**src/rtl/apb_pkg.sv**
```systemverilog
`default_nettype none
`timescale 1ns/1ps
// ============================================================================
// Module      : apb_pkg
// Description : Shared definitions for the APB requester slice: the
//               requester FSM state type and the default bus widths.
// Ports       : none (package)
// Revision    : 1.0 - initial release
// ============================================================================
package apb_pkg;

    // Default APB address and data widths
    localparam int c_ADDR_W = 4;
    localparam int c_DATA_W = 8;

    // Requester FSM states
    typedef enum logic [1:0] {
        ST_IDLE   = 2'd0,
        ST_SETUP  = 2'd1,
        ST_ACCESS = 2'd2
    } apb_state_t;

endpackage : apb_pkg
`default_nettype wire

```
**src/rtl/apb_requester_if.sv**
```systemverilog
`default_nettype none
`timescale 1ns/1ps
// ============================================================================
// Module      : apb_requester_if
// Description : Bundles the command/response handshake and the APB bus of
//               the requester.
// Ports       : master modport - requester view (takes commands and APB
//                                 returns, drives response and APB controls)
//               slave modport  - environment view (command source, response
//                                 sink and APB responder)
// Revision    : 1.0 - initial release
// ============================================================================
interface apb_requester_if #(
    parameter int ADDR_W = apb_pkg::c_ADDR_W,
    parameter int DATA_W = apb_pkg::c_DATA_W
) ();

    // Command side
    logic              req_valid;
    logic              req_ready;
    logic              req_write;
    logic [ADDR_W-1:0] req_addr;
    logic [DATA_W-1:0] req_wdata;

    // Response side
    logic              rsp_valid;
    logic [DATA_W-1:0] rsp_rdata;
    logic              rsp_err;

    // APB bus
    logic              psel;
    logic              penable;
    logic              pwrite;
    logic [ADDR_W-1:0] paddr;
    logic [DATA_W-1:0] pwdata;
    logic              pready;
    logic [DATA_W-1:0] prdata;

    modport master (
        input  req_valid, req_write, req_addr, req_wdata, pready, prdata,
        output req_ready, rsp_valid, rsp_rdata, rsp_err,
        output psel, penable, pwrite, paddr, pwdata
    );

    modport slave (
        output req_valid, req_write, req_addr, req_wdata, pready, prdata,
        input  req_ready, rsp_valid, rsp_rdata, rsp_err,
        input  psel, penable, pwrite, paddr, pwdata
    );

endinterface : apb_requester_if
`default_nettype wire

```
**src/rtl/apb_req_timer.sv**
```systemverilog
`default_nettype none
`timescale 1ns/1ps
// ============================================================================
// Module      : apb_req_timer
// Description : Counts ACCESS cycles spent waiting for pready. Only
//               instantiated when APB_REQ_TIMEOUT_EN is defined.
// Ports       : pclk    in  clock
//               prstn   in  asynchronous active-low reset
//               clear   in  restart the count (entry into ACCESS)
//               inc     in  one more ACCESS cycle without pready
//               expired out the count reaches TIMEOUT_CYC on this edge
// Revision    : 1.0 - initial release
// ============================================================================
module apb_req_timer #(
    parameter int TIMEOUT_CYC = 16
) (
    input  logic pclk,
    input  logic prstn,
    input  logic clear,
    input  logic inc,
    output logic expired
);

    localparam int c_CNT_W = $clog2(TIMEOUT_CYC + 1);

    logic [c_CNT_W-1:0] r_count;

    always_ff @(posedge pclk or negedge prstn) begin
        if (!prstn) begin
            r_count <= '0;
        end else if (clear) begin
            r_count <= '0;
        end else if (inc) begin
            r_count <= r_count + c_CNT_W'(1);
        end
    end

    // Flags the edge on which the count would become TIMEOUT_CYC, so the
    // FSM leaves ACCESS after exactly TIMEOUT_CYC stalled cycles.
    assign expired = inc && (r_count == c_CNT_W'(TIMEOUT_CYC - 1));

endmodule : apb_req_timer
`default_nettype wire

```
**src/rtl/apb_requester.sv**
```systemverilog
`default_nettype none
`timescale 1ns/1ps
// ============================================================================
// Module      : apb_requester
// Description : Turns single commands into APB transfers (IDLE -> SETUP ->
//               ACCESS) and reports each completion with a one-cycle
//               response pulse. Defining APB_REQ_TIMEOUT_EN adds a bounded
//               wait for pready that completes with rsp_err=1.
// Ports       : pclk   in  clock, rising edge
//               prstn  in  asynchronous active-low reset
//               bus    apb_requester_if.master - command, response, APB
// Revision    : 1.0 - initial release
// ============================================================================
module apb_requester #(
    parameter int ADDR_W      = apb_pkg::c_ADDR_W,
    parameter int DATA_W      = apb_pkg::c_DATA_W,
    parameter int TIMEOUT_CYC = 16
) (
    input  logic            pclk,
    input  logic            prstn,
    apb_requester_if.master bus
);

    import apb_pkg::*;

    apb_state_t        r_state;
    apb_state_t        w_next;
    logic              w_req_ready;
    logic              w_accept;
    logic              w_done;
    logic              w_timeout;
    logic              w_expired;

    logic              r_pwrite;
    logic [ADDR_W-1:0] r_paddr;
    logic [DATA_W-1:0] r_pwdata;
    logic              r_rsp_valid;
    logic [DATA_W-1:0] r_rsp_rdata;

    if (TIMEOUT_CYC < 1) begin : g_bad_timeout
        $error("apb_requester: TIMEOUT_CYC must be at least 1");
    end

    assign w_accept = w_req_ready && bus.req_valid;

`ifdef APB_REQ_TIMEOUT_EN
    logic r_rsp_err;

    // SETUP always precedes ACCESS, so clearing there restarts the count
    // on every entry into ACCESS.
    apb_req_timer #(
        .TIMEOUT_CYC (TIMEOUT_CYC)
    ) u_timer (
        .pclk    (pclk),
        .prstn   (prstn),
        .clear   (r_state == ST_SETUP),
        .inc     ((r_state == ST_ACCESS) && !bus.pready),
        .expired (w_expired)
    );

    always_ff @(posedge pclk or negedge prstn) begin
        if (!prstn) begin
            r_rsp_err <= 1'b0;
        end else begin
            r_rsp_err <= w_timeout;
        end
    end

    assign bus.rsp_err = r_rsp_err;
`else
    assign w_expired   = 1'b0;
    assign bus.rsp_err = 1'b0;
`endif

    // State register
    always_ff @(posedge pclk or negedge prstn) begin
        if (!prstn) begin
            r_state <= ST_IDLE;
        end else begin
            r_state <= w_next;
        end
    end

    // Next state and per-cycle strobes
    always_comb begin
        w_next      = r_state;
        w_req_ready = 1'b0;
        w_done      = 1'b0;
        w_timeout   = 1'b0;
        case (r_state)
            ST_IDLE: begin
                w_req_ready = 1'b1;
                if (bus.req_valid) begin
                    w_next = ST_SETUP;
                end
            end
            ST_SETUP: begin
                w_next = ST_ACCESS;
            end
            ST_ACCESS: begin
                // pready wins over an expiring count on the same edge
                if (bus.pready) begin
                    w_done = 1'b1;
                    w_next = ST_IDLE;
                end else if (w_expired) begin
                    w_timeout = 1'b1;
                    w_next    = ST_IDLE;
                end
            end
            default: begin
                w_next = ST_IDLE;
            end
        endcase
    end

    // Command capture and response registers. The APB address/data hold
    // their last values in IDLE because they only load on acceptance.
    always_ff @(posedge pclk or negedge prstn) begin
        if (!prstn) begin
            r_pwrite    <= 1'b0;
            r_paddr     <= '0;
            r_pwdata    <= '0;
            r_rsp_valid <= 1'b0;
            r_rsp_rdata <= '0;
        end else begin
            if (w_accept) begin
                r_pwrite <= bus.req_write;
                r_paddr  <= bus.req_addr;
                r_pwdata <= bus.req_wdata;
            end
            r_rsp_valid <= w_done || w_timeout;
            r_rsp_rdata <= (w_done && !r_pwrite) ? bus.prdata : '0;
        end
    end

    assign bus.req_ready = w_req_ready;
    assign bus.psel      = (r_state != ST_IDLE);
    assign bus.penable   = (r_state == ST_ACCESS);
    assign bus.pwrite    = r_pwrite;
    assign bus.paddr     = r_paddr;
    assign bus.pwdata    = r_pwdata;
    assign bus.rsp_valid = r_rsp_valid;
    assign bus.rsp_rdata = r_rsp_rdata;

endmodule : apb_requester
`default_nettype wire

```
**src/flat_wrapper.sv**
```systemverilog
// flat-port wrapper written by rule: the top's interface ports become plain ports
module apb_requester_flat import apb_pkg::*;
#(
    parameter int ADDR_W      = apb_pkg::c_ADDR_W,
    parameter int DATA_W      = apb_pkg::c_DATA_W,
    parameter int TIMEOUT_CYC = 16
)
  (pclk, prstn, bus_req_valid, bus_req_write, bus_req_addr, bus_req_wdata, bus_pready, bus_prdata, bus_req_ready, bus_rsp_valid, bus_rsp_rdata, bus_rsp_err, bus_psel, bus_penable, bus_pwrite, bus_paddr, bus_pwdata);
  apb_requester_if #(.ADDR_W(ADDR_W), .DATA_W(DATA_W)) bus_i ();
  input  logic pclk;
  input  logic prstn;
  input wire logic [$bits(bus_i.req_valid)-1:0] bus_req_valid;
  input wire logic [$bits(bus_i.req_write)-1:0] bus_req_write;
  input wire logic [$bits(bus_i.req_addr)-1:0] bus_req_addr;
  input wire logic [$bits(bus_i.req_wdata)-1:0] bus_req_wdata;
  input wire logic [$bits(bus_i.pready)-1:0] bus_pready;
  input wire logic [$bits(bus_i.prdata)-1:0] bus_prdata;
  output wire logic [$bits(bus_i.req_ready)-1:0] bus_req_ready;
  output wire logic [$bits(bus_i.rsp_valid)-1:0] bus_rsp_valid;
  output wire logic [$bits(bus_i.rsp_rdata)-1:0] bus_rsp_rdata;
  output wire logic [$bits(bus_i.rsp_err)-1:0] bus_rsp_err;
  output wire logic [$bits(bus_i.psel)-1:0] bus_psel;
  output wire logic [$bits(bus_i.penable)-1:0] bus_penable;
  output wire logic [$bits(bus_i.pwrite)-1:0] bus_pwrite;
  output wire logic [$bits(bus_i.paddr)-1:0] bus_paddr;
  output wire logic [$bits(bus_i.pwdata)-1:0] bus_pwdata;
  assign bus_i.req_valid = bus_req_valid;
  assign bus_i.req_write = bus_req_write;
  assign bus_i.req_addr = bus_req_addr;
  assign bus_i.req_wdata = bus_req_wdata;
  assign bus_i.pready = bus_pready;
  assign bus_i.prdata = bus_prdata;
  assign bus_req_ready = bus_i.req_ready;
  assign bus_rsp_valid = bus_i.rsp_valid;
  assign bus_rsp_rdata = bus_i.rsp_rdata;
  assign bus_rsp_err = bus_i.rsp_err;
  assign bus_psel = bus_i.psel;
  assign bus_penable = bus_i.penable;
  assign bus_pwrite = bus_i.pwrite;
  assign bus_paddr = bus_i.paddr;
  assign bus_pwdata = bus_i.pwdata;
  apb_requester #(.ADDR_W(ADDR_W), .DATA_W(DATA_W), .TIMEOUT_CYC(TIMEOUT_CYC)) u_core (.pclk(pclk), .prstn(prstn), .bus(bus_i));
endmodule
```
**config.mk**
```make
export PLATFORM = sky130hd
export DESIGN_NAME = apb_requester_flat
export DESIGN_NICKNAME = d
export VERILOG_FILES = /design/src/rtl/apb_pkg.sv /design/src/rtl/apb_requester_if.sv /design/src/rtl/apb_req_timer.sv /design/src/rtl/apb_requester.sv /design/src/flat_wrapper.sv
export SDC_FILE = /design/constraint.sdc
export NUM_CORES = 1
export LEC_CHECK = 0
export CAP_MARGIN = 20
export CORE_MARGIN = 2
export CORE_UTILIZATION = 40
export CTS_CLUSTER_SIZE = 25
export DETAILED_ROUTE_END_ITERATION = 12
export GPL_ROUTABILITY_DRIVEN = 0
export PLACE_DENSITY = 0.88
export SYNTH_ARGS = -nofsm -noshare
export SYNTH_HDL_FRONTEND = slang
export SYNTH_SLANG_ARGS = --single-unit
```
**constraint.sdc**
```tcl
create_clock -name pclk -period 2.77 [get_ports pclk]
set_input_delay 0.554 -clock pclk [delete_from_list [all_inputs] [get_ports pclk]]
set_output_delay 0.554 -clock pclk [all_outputs]
set_load 0.02 [all_outputs]
```
## Word level (Yosys, flattened, before mapping)

Index checks and enable logic that the tools add are counted.

- Bits in registers: 24
- Input port bits: 25
- Output and inout bits: 26
- Logic and storage cells: 23

- Eq/ne operators: 4
- Muxes and demuxes: 7
- Reduce and logical (&&, ||, !) cells: 6

Operators by type and width:

| operator | count |
|---|---|
| two-way mux 8 bit | 1 |
| one-hot mux 2 bit (3 select lines) | 1 |
| two-way mux 2 bit | 2 |
| != test 2 bit (second input constant) | 2 |
| two-way mux 1 bit | 3 |
| equality test 2 x 1 -> 1 bit (second input constant) | 1 |
| equality test 2 bit (second input constant) | 1 |
| logical AND 1 bit | 2 |
| zero test 2 bit | 1 |
| AND reduction 2 bit | 1 |
| nonzero test 2 bit | 1 |
| zero test 1 bit | 1 |

## Logic depth before layout (Yosys ltp)

- Depth in word-level cells: 4
- Depth in mapped cells: 3
- Mapped depth without buffers: 2

## Least setup slack after synthesis

Ideal clock, no wire load.

- Path kind: flip-flop to output port
- From: register u_core.r_state[0]
- To: output port bus_psel
- Data arrival time: 980 ps
- Required time: 2,216 ps
- Slack: 1,236 ps
- Cell stages (with the launch flop): 3
- Buffers on the path: 0
- Cell sequence: dfrtp_1 -> nor2_1 -> inv_1

- Cells in the longest elaborated chain, start to end: 1

RTL lines:

| item | line | source |
|---|---|---|
| from (decl) | apb_requester.sv:26 | `apb_state_t r_state;` |
| from (signal assigned) | apb_requester.sv:80 | `r_state <= w_next;` |
| nonzero test 2 bit | apb_requester.sv:137 | `assign bus.psel = (r_state != ST_IDLE);` |
| to (decl) | flat_wrapper.sv:22 | `output wire logic [$bits(bus_i.psel)-1:0] bus_psel;` |

No other way between the ends.

## Final worst setup path

- From: register u_core.r_state[0]
- To: output port bus_penable

- Cells in the longest elaborated chain, start to end: 1

RTL lines:

| item | line | source |
|---|---|---|
| equality test 2 bit | apb_requester.sv:138 | `assign bus.penable = (r_state == ST_ACCESS);` |
| to (decl) | flat_wrapper.sv:23 | `output wire logic [$bits(bus_i.penable)-1:0] bus_penable;` |

No other way between the ends.

==> results.sh <==
export IMPL_status="completed"
export IMPL_period_minus_slack_ns=2.19
export IMPL_setup_worst_path_class="flop to output pin"
export IMPL_avgSynthCellArea_sq_um=16.4
export IMPL_dp_hpwl_microns=1270
export IMPL_fin_area_sq_mm=0.00148
export IMPL_rr_worst_depth=3
export IMPL_setup_viol=0
export IMPL_rows=17
export IMPL_groute_usage_overall_pct=14.6
export IMPL_die_h_microns=52.3
export IMPL_antenna_found_initial=0
export IMPL_regArea_sq_um=601
export IMPL_hold_viol=0
export IMPL_num_fill_cells=169
export IMPL_yosys_warnings=0
export IMPL_synthArstFlopShare_pct=100
export IMPL_diodes=0
export IMPL_grt_pass1_vias=613
export IMPL_vias=622
export IMPL_ys_flop_type="dfrtp_1"
export IMPL_numCtsBuffers=3
export IMPL_htreeDepth=1
export IMPL_drv_cap=0
export IMPL_antenna_left=0
export IMPL_postSynthCellCount=57
export IMPL_cts_tree="built"
export IMPL_setup_ws_ns=0.583
export IMPL_placed_cell_area_sq_mm=0.00145
export IMPL_syn_nets=82
export IMPL_grt_pass1_wl_microns=2860
export IMPL_synth_top_area_share_pct=64.3
export IMPL_syn_area_sq_um=933
export IMPL_drv_slew=0
export IMPL_fin_util_pct=67.0
export IMPL_cts_resized_gates=0
export IMPL_final_cell_count_no_fill=138
export IMPL_ys_seq_area_share_pct=64.3
export IMPL_placedCellCount=134
export IMPL_coreArea_sq_mm=0.00221
export IMPL_rrSetupSlack_ns=1.27
export IMPL_synth_cell_type_count=15
export IMPL_nNetsFinal=136
export IMPL_ios=51
export IMPL_layout_drive_gt1_share_pct=20.0
export IMPL_drt_pass1_iter_count=1
export IMPL_clockRootBuffer="clkbuf_4"
export IMPL_port_buffers=49
export IMPL_irDropWorstVdd_mv=0.674
export IMPL_ctsHoldBuffers=0
export IMPL_hold_path_class="flop to flop"
export IMPL_place_ws_ns=0.731
export IMPL_p_leak_nw=0.661
export IMPL_power_density_mw_per_mm2=985
export IMPL_wirelength_microns=1720
export IMPL_postCtsSetupBuffers=0
export IMPL_most_common_layout_cells="clkdlybuf4s50_1, dfrtp_1, mux2_4, and2_1, mux2_2"
export IMPL_skew_ns=0.00128
export IMPL_yosysTopAreaCell="dfrtp_1"
export IMPL_start_util_pct=42.2
export IMPL_grt_overflow_total=0
export IMPL_avgViaCountPerCell=4.51
export IMPL_netlist_top_cells_area="dfrtp_1, mux2_4, and2_1"
export IMPL_hold_path_cell_count=1
export IMPL_required_ns=2.22
export IMPL_cts_sinks=24
export IMPL_area_growth_synth_to_final_pct=58.8
export IMPL_synth_edf_count=0
export IMPL_ys_ff_latch=24
export IMPL_finalSetupTns_ns=0
export IMPL_startpoint_type="flop"
export IMPL_die_w_microns=52.3
export IMPL_fin_crit_sh_pct=78.9
export IMPL_rsz0062_at_grt="false"
export IMPL_wl_per_cell_microns=12.5
export IMPL_fmaxAchievable_mhz=457
export IMPL_path_clk_slew_ns=0.13
export IMPL_arrival_ns=1.63
export IMPL_drc=0
export IMPL_worstSetupEndpointType="output pin"
export IMPL_grt_max_degree=25
export IMPL_worstPathMaxFanout=6
export IMPL_layout_commonest_cell="clkdlybuf4s50_1"
export IMPL_dieArea_sq_mm=0.00274
export IMPL_clock_latency_ns=0.32
export IMPL_multi_input_area_sq_um=302
export IMPL_cts_buffer_depth=2
export IMPL_drt_iter0_drc=0
-- flip-flops by register name, indices dropped and copies added, names as in the netlist --
name / count
u_core.bus.paddr: 4
u_core.bus.pwdata: 8
u_core.bus.pwrite: 1
u_core.bus.rsp_rdata: 8
u_core.bus.rsp_valid: 1
u_core.r_state: 2
-- worst max-delay path, stage by stage (launching register included) --
cell             delay, ns
dfrtp_1               0.48
and2b_2               0.24
clkdlybuf4s50_1       0.59
-- path summary, 6_finish.rpt --
kind | from | end
setup reg to reg | u_core.r_state[0] | u_core.bus.paddr[0]
max in group asynchronous | prstn | u_core.bus.rsp_rdata[1]
setup / recovery | u_core.r_state[0] | bus_penable
min in group asynchronous | prstn | u_core.bus.rsp_rdata[7]
hold reg to reg | u_core.bus.pwdata[5] | u_core.bus.pwdata[5]
hold / removal | u_core.bus.pwdata[5] | u_core.bus.pwdata[5]
-- power breakdown --
| group | internal (W) | leakage, nW | total [W] | switching, W |
|---|---|---|---|---|
| Clock | 0.0000804 | 0.0210 | 0.000185 | 0.000105 |
| Combinational | 0.000419 | 0.338 | 0.000723 | 0.000304 |
| Sequential | 0.000471 | 0.302 | 0.000553 | 0.0000820 |
-- logic make-up (layout without fill, tap and decap cells) --
| family | after synthesis | after routing | share of synthesized area [%] |
|---|---|---|---|
| flops | 24 | 24 | 64.3 |
| simple gates | 15 | 15 | 11.5 |
| mux | 14 | 14 | 20.4 |
| buf+inv | 3 | 56 | 3.35 |
| other cells | 1 | 1 | 0.402 |
-- routing by layer --
| layer | track usage [%] | up-vias | wire length, microns |
|---|---|---|---|
| met4 | 7.69 | 0 | 32 |
| met2 | 19.8 | 35 | 721 |
| met3 | 6.57 | 3 | 212 |
| met1 | 19.5 | 294 | 756 |
| met5 | 0 | - | 0 |
| li1 | - | 290 | - |
-- synthesized netlist by cell type, types with 2 or more instances --
library cell and count:
and2_1 8, nor2_1 2, dfrtp_1 24, mux2_2 4
mux2_4 9
-- cell type report --
cell class	count	share of cell area [%]
multi-input combinational	30	20.3
clock buffer	4	2.45
timing repair buffer	51	34.1
tap	28	2.36
inverter	1	0.253
sequential	24	40.5
-- per-stage QoR --
stage          power, W  hold slack, ns
6_report        0.00146           0.523
5_1_grt         0.00154           0.547
4_1_cts         0.00148           0.529
3_5_place_dp    0.00129           0.494
3_3_place_gp    0.00128           0.501
2_1_floorplan  0.000960           0.258
(Power assumes the default switching activity.)
